===== src/rtl/lcm_pkg.sv =====
// lcm_pkg: shared state encoding and default datapath width for the LCM stage.
package lcm_pkg;
    localparam int DEFAULT_WIDTH = 32;
    typedef enum logic [1:0] {
        IDLE = 2'd0,
        DIV  = 2'd1,
        MUL  = 2'd2,
        DONE = 2'd3
    } state_t;
endpackage


===== src/rtl/seq_divider.sv =====
// seq_divider: restoring unsigned divider, one quotient bit per step, MSB first.
// o_done pulses during the step that produces the final quotient bit.
module seq_divider #(
    parameter int WIDTH = 32
) (
    input  logic             clk,
    input  logic             reset,
    input  logic             i_load,
    input  logic             i_step,
    input  logic [WIDTH-1:0] i_dividend,
    input  logic [WIDTH-1:0] i_divisor,
    output logic [WIDTH-1:0] o_quotient,
    output logic [WIDTH-1:0] o_remainder,
    output logic             o_done
);
    localparam int CW = WIDTH > 1 ? $clog2(WIDTH) : 1;
    logic [WIDTH:0]   r_rem;
    logic [WIDTH-1:0] r_quo;
    logic [WIDTH-1:0] r_div;
    logic [CW-1:0]    r_cnt;
    logic [WIDTH:0]   w_sh;
    logic             w_ge;
    // Dividend bits are shifted out of the quotient register as quotient bits shift in.
    assign w_sh        = {r_rem[WIDTH-1:0], r_quo[WIDTH-1]};
    assign w_ge        = r_rem[WIDTH] || (w_sh >= {1'b0, r_div});
    assign o_done      = i_step && r_cnt == '0;
    assign o_quotient  = r_quo;
    assign o_remainder = r_rem[WIDTH-1:0];
    always_ff @(posedge clk or posedge reset) begin
        if (reset) begin
            r_rem <= '0;
            r_quo <= '0;
            r_div <= '0;
            r_cnt <= '0;
        end else if (i_load) begin
            r_rem <= '0;
            r_quo <= i_dividend;
            r_div <= i_divisor;
            r_cnt <= CW'(WIDTH - 1);
        end else if (i_step) begin
            r_rem <= w_ge ? w_sh - {1'b0, r_div} : w_sh;
            r_quo <= {r_quo[WIDTH-2:0], w_ge};
            r_cnt <= r_cnt - 1'b1;
        end
    end
endmodule


===== src/rtl/lcm_from_gcd.sv =====
// lcm_from_gcd: LCM = (num1 / gcd) * num2 via sequential divide then shift-add multiply.
// Define LCM_REM_CHECK_EN to also flag err when gcd_in does not divide num1.
module lcm_from_gcd
    import lcm_pkg::*;
#(
    parameter int WIDTH = DEFAULT_WIDTH
) (
    input  logic               clk,
    input  logic               reset,
    input  logic [WIDTH-1:0]   num1,
    input  logic [WIDTH-1:0]   num2,
    input  logic [WIDTH-1:0]   gcd_in,
    input  logic               gcd_done,
    output logic [2*WIDTH-1:0] lcm_out,
    output logic               lcm_valid,
    output logic               busy,
    output logic               err
);
    localparam int CW = WIDTH > 1 ? $clog2(WIDTH) : 1;
    state_t             r_state;
    state_t             w_next;
    logic               r_done_q;
    logic [2*WIDTH-1:0] r_acc;
    logic [2*WIDTH-1:0] r_mcand;
    logic [2*WIDTH-1:0] r_lcm;
    logic [2*WIDTH-1:0] w_acc_next;
    logic [CW-1:0]      r_cnt;
    logic [CW-1:0]      w_k;
    logic               r_valid;
    logic               r_err;
    logic               w_start;
    logic               w_accept;
    logic               w_zero;
    logic               w_div_done;
    logic [WIDTH-1:0]   w_quo;
`ifdef LCM_REM_CHECK_EN
    logic [WIDTH-1:0]   w_rem;
`else
    logic [WIDTH-1:0]   w_rem_unused;
`endif
    assign w_start    = gcd_done & ~r_done_q;
    assign w_accept   = w_start && (r_state == IDLE || r_state == DONE);
    assign w_zero     = gcd_in == '0;
    // Multiplier bits are consumed LSB first while the counter runs down.
    assign w_k        = CW'(WIDTH - 1) - r_cnt;
    assign w_acc_next = w_quo[w_k] ? r_acc + r_mcand : r_acc;
    assign lcm_out    = r_lcm;
    assign lcm_valid  = r_valid;
    assign err        = r_err;
    assign busy       = r_state == DIV || r_state == MUL;
    seq_divider #(.WIDTH(WIDTH)) u_div (
        .clk        (clk),
        .reset      (reset),
        .i_load     (w_accept && !w_zero),
        .i_step     (r_state == DIV),
        .i_dividend (num1),
        .i_divisor  (gcd_in),
        .o_quotient (w_quo),
`ifdef LCM_REM_CHECK_EN
        .o_remainder(w_rem),
`else
        .o_remainder(w_rem_unused),
`endif
        .o_done     (w_div_done)
    );
    always_ff @(posedge clk or posedge reset) begin
        if (reset) r_state <= IDLE;
        else       r_state <= w_next;
    end
    always_comb begin
        w_next = w_accept                            ? (w_zero ? DONE : DIV) :
                 (r_state == DIV && w_div_done)      ? MUL :
                 (r_state == MUL && r_cnt == '0)     ? DONE : r_state;
    end
    always_ff @(posedge clk or posedge reset) begin
        if (reset) begin
            r_done_q <= 1'b0;
            r_acc    <= '0;
            r_mcand  <= '0;
            r_lcm    <= '0;
            r_cnt    <= '0;
            r_valid  <= 1'b0;
            r_err    <= 1'b0;
        end else begin
            r_done_q <= gcd_done;
            if (w_accept) begin
                r_valid <= w_zero;
                r_err   <= w_zero;
                if (w_zero) r_lcm <= '0;
                r_acc   <= '0;
                r_mcand <= {{WIDTH{1'b0}}, num2};
                r_cnt   <= CW'(WIDTH - 1);
            end else if (r_state == DIV) begin
                if (w_div_done) r_cnt <= CW'(WIDTH - 1);
            end else if (r_state == MUL) begin
                r_acc   <= w_acc_next;
                r_mcand <= r_mcand << 1;
                r_cnt   <= r_cnt - 1'b1;
`ifdef LCM_REM_CHECK_EN
                // First MUL cycle sees the divider's final remainder.
                if (r_cnt == CW'(WIDTH - 1) && w_rem != '0) r_err <= 1'b1;
`endif
                if (r_cnt == '0) begin
                    r_lcm   <= w_acc_next;
                    r_valid <= 1'b1;
                end
            end
        end
    end
endmodule


===== config.mk =====
export PLATFORM = sky130hd
export DESIGN_NAME = lcm_from_gcd
export DESIGN_NICKNAME = d
export VERILOG_FILES = /design/src/rtl/lcm_pkg.sv /design/src/rtl/seq_divider.sv /design/src/rtl/lcm_from_gcd.sv
export SDC_FILE = /design/constraint.sdc
export NUM_CORES = 1
export LEC_CHECK = 0
export CORE_MARGIN = 5
export CORE_UTILIZATION = 53
export CTS_CLUSTER_DIAMETER = 120
export DETAILED_ROUTE_END_ITERATION = 10
export GPL_ROUTABILITY_DRIVEN = 0
export PLACE_DENSITY = 0.8
export SYNTH_ARGS = -nofsm -noshare
export SYNTH_HDL_FRONTEND = slang
export SYNTH_SLANG_ARGS = --single-unit

===== constraint.sdc =====
create_clock -name clk -period 10.3 [get_ports clk]
set_input_delay 2.06 -clock clk [delete_from_list [all_inputs] [get_ports clk]]
set_output_delay 2.06 -clock clk [all_outputs]
set_load 0.01 [all_outputs]

==> results by group, run 1 <==
Run status
  • Outcome: completed

Synthesis
  • Adder and majority gate portion of the synthesized area: 6.862%
  • Mux cell area share after synthesis: 4.636%
  • Synth Area in Compound Gates: 23.66%
  • FFs w/ async S/R, synth: 100.0%
  • Syn Area/Cell: 8.497 um2
  • Cell Area, Synth: 19000 um2
  • Most frequent cell after synthesis: nand2_1
  • Cell taking the most area after synthesis: dfrtp_1
  • Largest family of logic cells by synthesized area: compound AO/OA/AOI/OAI gates
  • Sequential area share after synthesis: 40.04%
  • Mapped Cells: 2236
  • Yosys warns: 0
  • Count of cell types in the netlist: 81
  • Synth cell count leaders: nand2_1 (391), dfrtp_1 (304), o21ai_0 (252)
  • Post-synth top area share: 40.04%
  • Most area-consuming cells after synthesis: dfrtp_1 (40%), nand2_1 (7.7%), ha_1 (6.7%), o21ai_0 (6.6%), a21oi_1 (5.1%)
  • Post-Synth XOR/XNOR Area: 4.149%
  • Syn_nets: 2438
  • Post-Synth Simple-Gate Area: 16.56%
  • Primary FF master, synth: dfrtp_1
  • EDFF count, synth: 0
  • Yosys reg bits: 304

Timing
  • Fmax: 188.1 MHz
  • Final Skew: 0.02607 ns
  • Final setup vio count: 0
  • Final min period: 5.318 ns
  • Worst hold slack: 0.4744 ns
  • Setup WS post-layout: 4.982 ns
  • RSZ-0062 raised after global routing: false
  • Crit share post-route: 51.63%
  • Worst slew margin: 26.53%
  • Max-slew violations: 0
  • Worst-margin pin slew: 1.098 ns
  • Setup TNS: 0 ns
  • Final hold viol count: 0

Routing
  • DR vias: 17.35k
  • TritonRoute pass-1 iters: 5
  • Post-DR vias/cell: 6.180
  • Wire per inst: 18.41 um
  • Drt drc: 0
  • DRT iter0 DRCs: 1394
  • Final ANT Viol Nets: 0
  • Routed wire length: 51690 um

Die
  • Site Rows: 69
  • I/O pin count: 166
  • Initial core utilization: 53.54%
  • Die width: 199.3 um
  • DIE HEIGHT: 199.3 um
  • Die footprint: 39730 um2
  • Core box area: 35480 um2

Critical path
  • Worst r2r src: r_cnt[1]
  • Worst Setup Path Type: in2reg
  • CP Capture Point: lcm_out[56]
  • Depth of the most critical reg-to-reg path: 7
  • CP arrival: 5.77 ns
  • Setup crit start: gcd_in[30]
  • Worst Setup End Kind: register
  • Type of element launching the critical path: input pin
  • WP data required: 10.75 ns
  • Reg-to-Reg End: r_acc[59]
  • Critical Path Fanout Max: 25
  • Reg2reg setup slack: 5.49 ns

CTS
  • Worst-path clk slew: 0.06 ns
  • Cts repair resizes: 0
  • Num Clock Sinks: 304
  • Hold buffers post-CTS: 0
  • H-tree levels: 2
  • Clock network latency to the later pin of the worst-skew pair: 0.54 ns
  • CTS tree: yes
  • Max Buffers Root-to-Sink: 3
  • Clock root cell: clkbuf_16
  • Postcts setup bufs: 0
  • Cts bufs inserted: 34

Global routing
  • Initial antenna violation count: 2
  • Pin count of the biggest net entering global routing: 150
  • First-pass GRT wire length: 84170 um
  • Overflow after GRT: 0
  • Vias in the first global route: 16.80k
  • Total GRT Usage: 25.44%

Layout
  • Antenna Cells: 0
  • Final Util: 62.24%
  • Fill count: 2945
  • Layout area overhead: 16.24%
  • Final #Nets: 2523
  • Layout cells sized above 1: 4.731%

Min path
  • Hold Path Class: reg2reg
  • Hold Crit Depth: 2

Pwr
  • Power Total: 0.006952 W
  • Max VDD drop: 232.4 uV
  • PwrDens: 314.8 nW/um2
  • Lkg Pwr: 9.822 nW

Placement
  • Post-place setup slack: 4.491 ns
  • IO Port Bufs: 165
  • Post-DP HPWL: 36360 um

Flow run
  • Max cap viols: 0
==> worst max-delay path: stages <==
cell and delay [ns]:
clkdlybuf4s50_1 0.56, nor4_1 0.33, nand4_1 0.35, nor3_1 0.37, a21oi_1 0.10, nor2_1 0.54, nand2_1 0.81, nor2_1 0.44
a221o_1 0.20
==> cells by family (layout without fill, tap and decap cells) <==
logic type	count (synthesis)	in the layout
buffers and inverters	201	311
AOI/OAI and AO/OA	732	732
DFF	304	304
xor gates and xnor gates	90	90
and+or+nand+nor	732	732
adders and majority gates	103	103
muxes	74	74
==> final cells by class <==
cell class | count | area [um2] | share of cell area (%)
clock buffer | 45 | 953.4 | 4.317
clock inverter | 16 | 220.2 | 0.9972
inverter | 71 | 270.3 | 1.224
multi-input combinational | 1731 | 10690 | 48.39
sequential | 304 | 7607 | 34.45
tap | 461 | 576.8 | 2.612
timing repair buffer | 179 | 1769 | 8.011
==> layer usage <==
metal	routed length (um)	global-route usage, %
met5	11	0
met4	1318	7.572
met3	4210	4.890
met2	23940	40.97
met1	22210	35.28
==> cells in the final DEF, fill, tap and decap left out, types with 10 or more instances in the layout <==
cell,count
nand2_1,391
dfrtp_1,304
o21ai_0,252
a21oi_1,194
nor2_1,174
clkdlybuf4s50_1,165
ha_1,100
inv_1,69
mux2i_1,61
xnor2_1,55
a31oi_1,54
a21o_1,52
xor2_1,35
clkbuf_16,35
nand4_1,29
nor3_1,28
nand3_1,24
a22o_1,24
o21bai_1,22
nor4_1,17
o21ai_1,14
buf_4,13
and3_1,12
o21a_1,12
a211oi_1,12
nor2b_1,11
o31ai_1,11
o211ai_1,10
mux4_2,10
==> how the worst min path moves through the flow <==
stage	startpoint	endpoint
finish	lcm_out[8]	lcm_out[8]
global route	lcm_out[19]	lcm_out[19]
CTS	lcm_out[8]	lcm_out[8]
detailed placement	lcm_out[8]	lcm_out[8]
global placement	lcm_out[35]	lcm_out[35]
floorplan	u_div.r_div[0]	u_div.r_div[0]
==> per-stage QoR <==
step	instance area [um2]	cells
2_1_floorplan	19000	2236
3_3_place_gp	20910	2746
3_5_place_dp	20910	2746
4_1_cts	22080	2807
5_1_grt	22080	2807
6_report	22080	2807
==> sequential cells by signal, summed over array words and instances (netlist names) <==
signal	count
lcm_out	64
r_acc	64
r_mcand	64
u_div.r_rem	33
u_div.o_quotient	32
u_div.r_div	32
r_cnt	5
u_div.r_cnt	5
r_state	2
err	1
lcm_valid	1
r_done_q	1
==> power by group <==
group	leakage, nW	switching, W	internal, W
Combinational	5.42	0.00236	0.00154
Clock	0.562	0.000513	0.000759
Sequential	3.84	0.000251	0.00153
Total	9.82	0.00312	0.00383
Note: power is estimated with default switching activity, not from simulation.
==> run 2, diff against run 1 <==
clock period = 4.5 ns   (was 10.3 ns; I/O delays follow)
==> results by group, run 2 (same netlist as run 1, synthesis figures left out) <==
Placement
  • DP Cell Count: 2759 (was 2746)
  • Post-place setup slack: 0.4038 ns (was 4.491 ns)
  • Post-DP HPWL: 37360 um (was 36360 um)
  • IO Port Bufs: 165 (unchanged)

Routing
  • Wire per inst: 18.58 um (was 18.41 um)
  • TritonRoute pass-1 iters: 7 (was 5)
  • DR vias: 17.29k (was 17.35k)
  • Routed wire length: 52440 um (was 51690 um)
  • Final ANT Viol Nets: 0 (unchanged)
  • Post-DR vias/cell: 6.123 (was 6.180)
  • DRT iter0 DRCs: 1336 (was 1394)
  • Drt drc: 0 (unchanged)

CTS
  • H-tree levels: 2 (unchanged)
  • Cts bufs inserted: 35 (was 34)
  • Clock network latency to the later pin of the worst-skew pair: 0.54 ns (about the same)
  • CTS tree: yes (unchanged)
  • Worst-path clk slew: 0.06 ns (about the same)
  • Hold buffers post-CTS: 0 (unchanged)
  • Postcts setup bufs: 0 (unchanged)
  • Cts repair resizes: 0 (unchanged)
  • Num Clock Sinks: 304 (unchanged)
  • Clock root cell: clkbuf_16 (unchanged)
  • Max Buffers Root-to-Sink: 3 (unchanged)

Critical path
  • Reg2reg setup slack: 0.58 ns (was 5.49 ns)
  • WP data required: 4.90 ns (was 10.75 ns)
  • Critical Path Fanout Max: 5 (was 25)
  • Type of element launching the critical path: register (was input pin)
  • Worst Setup End Kind: register (unchanged)
  • Worst Setup Path Type: reg2reg (was in2reg)
  • Crit-path max cell delay: 0.50 ns (was 0.81 ns)
  • CP arrival: 4.32 ns (was 5.77 ns)
  • Crit-path slowest cell: or4b_1 (was nand2_1)
  • CP Cell Sequence: ha_1 > fa_1 > a211oi_1 > o21ai_0 > and4bb_2 > nor3_2 > o41ai_4 > a31oi_4 > o21ai_2 > or4b_1 > a32o_1 (was clkdlybuf4s50_1 > nor4_1 > nand4_1 > nor3_1 > a21oi_1 > nor2_1 > nand2_1 > nor2_1 > a221o_1)

Timing
  • Final min period: 3.917 ns
  • Worst hold slack: 0.4755 ns (was 0.4744 ns)
  • Crit share post-route: 87.03%
  • RSZ-0062 raised after global routing: false (unchanged)
  • Max-slew violations: 0 (unchanged)
  • Setup WS post-layout: 0.5834 ns (was 4.982 ns)
  • Fmax: 255.3 MHz
  • Final hold viol count: 0 (unchanged)
  • Final Skew: 0.02863 ns (was 0.02607 ns)
  • Worst slew margin: 32.23% (was 26.53%)
  • Worst-margin pin slew: 1.015 ns (was 1.098 ns)
  • Final setup vio count: 0 (unchanged)

Layout
  • Layout area overhead: 17.18% (was 16.24%)
  • Antenna Cells: 0 (unchanged)
  • Final #Nets: 2537 (was 2523)
  • Layout cells sized above 1: 5.546% (was 4.731%)
  • Final cell count without fillers: 2823 (was 2807)
  • Commonest non-fill, non-tap cell in the layout: nand2_1 (unchanged)
  • Commonest cells after routing, fill and taps aside: nand2_1 (391), dfrtp_1 (304), o21ai_0 (252), a21oi_1 (194), nor2_1 (174) (unchanged)

Die
  • Die width: 199.3 um (unchanged)
  • DIE HEIGHT: 199.3 um (unchanged)
  • Core box area: 35480 um2 (unchanged)
  • Initial core utilization: 53.54% (unchanged)
  • I/O pin count: 166 (unchanged)
  • Site Rows: 69 (unchanged)
  • Die footprint: 39730 um2 (unchanged)

Pwr
  • Sequential share of power: 25.4% (was 25.6%)
  • Switching power: 0.007229 W (was 0.003124 W)
  • PwrDens: 723.0 nW/um2 (was 314.8 nW/um2)
  • Power share of the combinational group: 56.1% (about the same)
  • Lkg Pwr: 9.933 nW (was 9.822 nW)
  • Max VDD drop: 442.3 uV (was 232.4 uV)
  • Clk pwr share: 18.6% (was 18.3%)
  • Sw Share: 44.92% (was 44.94%)
  • Power Internal: 0.008865 W (was 0.003827 W)

Global routing
  • Grt peak-use layer: met2 (unchanged)
  • GR Util met1: 36.29% (was 35.28%)
  • Initial antenna violation count: 1 (was 2)
  • Pin count of the biggest net entering global routing: 115 (was 150)
  • Total GRT Usage: 26.18% (was 25.44%)
  • Met2 Track Usage GR: 41.85% (was 40.97%)
  • Vias in the first global route: 16.88k (was 16.80k)
  • First-pass GRT wire length: 86300 um (was 84170 um)
  • GRT met3 Usage: 5.463% (was 4.890%)
  • Overflow after GRT: 0 (unchanged)

Min path
  • Hold Path Class: reg2reg (unchanged)

Flow run
  • Max cap viols: 0 (unchanged)

Run status
  • Outcome: completed (unchanged)
-- run 2: through the flow --
| stage | power (W) | utilization, % | instance area [um2] | setup TNS [ns] |
|---|---|---|---|---|
| 6_report | 0.01609 | 62.74 | 22260 | 0 |
| 5_1_grt | 0.01735 | 62.74 | 22260 | 0 |
| 4_1_cts | 0.01600 | 62.74 | 22260 | 0 |
| 3_5_place_dp | 0.01288 | 59.33 | 21050 | 0 |
| 3_3_place_gp | 0.01258 | 59.33 | 21050 | 0 |
| 2_1_floorplan | 0.01083 | - | 19000 | -134.67 |
-- run 2: area by class of cell --
type | count | area [um2]
clock buffer | 42 | 963.4
inverter | 71 | 270.3
multi-input combinational | 1731 | 10680
fill | 2959 | 13220
clock inverter | 22 | 249.0
tap | 461 | 576.8
timing repair buffer | 192 | 1917
sequential | 304 | 7607
-- run 2: final timing paths --
kind	startpoint	end	cells after the start
setup / recovery	r_acc[0]	lcm_out[60]	11
setup reg to reg	r_acc[0]	lcm_out[60]	11
max in group asynchronous	reset	lcm_out[42]	3
min in group asynchronous	reset	u_div.r_div[27]	2
hold reg to reg	err	err	1
hold / removal	err	err	1
-- run 2: power groups by stage --
stage                     Clock, W  Combinational (W)  Sequential (W)
after floorplan                  0            0.00690         0.00393
after global placement           0            0.00852         0.00406
after detailed placement         0            0.00879         0.00409
after CTS                  0.00304            0.00889         0.00407
after global routing       0.00315             0.0100         0.00416
final                      0.00299            0.00902         0.00408
-- run 2: layer usage --
layer,vias up,routed length (um)
met5,-,8
met4,2,1507
met3,112,4448
met2,735,24190
met1,8255,22290
li1,8181,-
-- run 2: critical path, delay by kind of cell, from the launching register on --
family | cells | cell delay, ns
AO/OA/AOI/OAI | 6 | 1.53
AND/OR/NAND/NOR | 3 | 1.17
adder cells (fa/ha/maj) | 2 | 0.68
flip-flops | 1 | 0.40
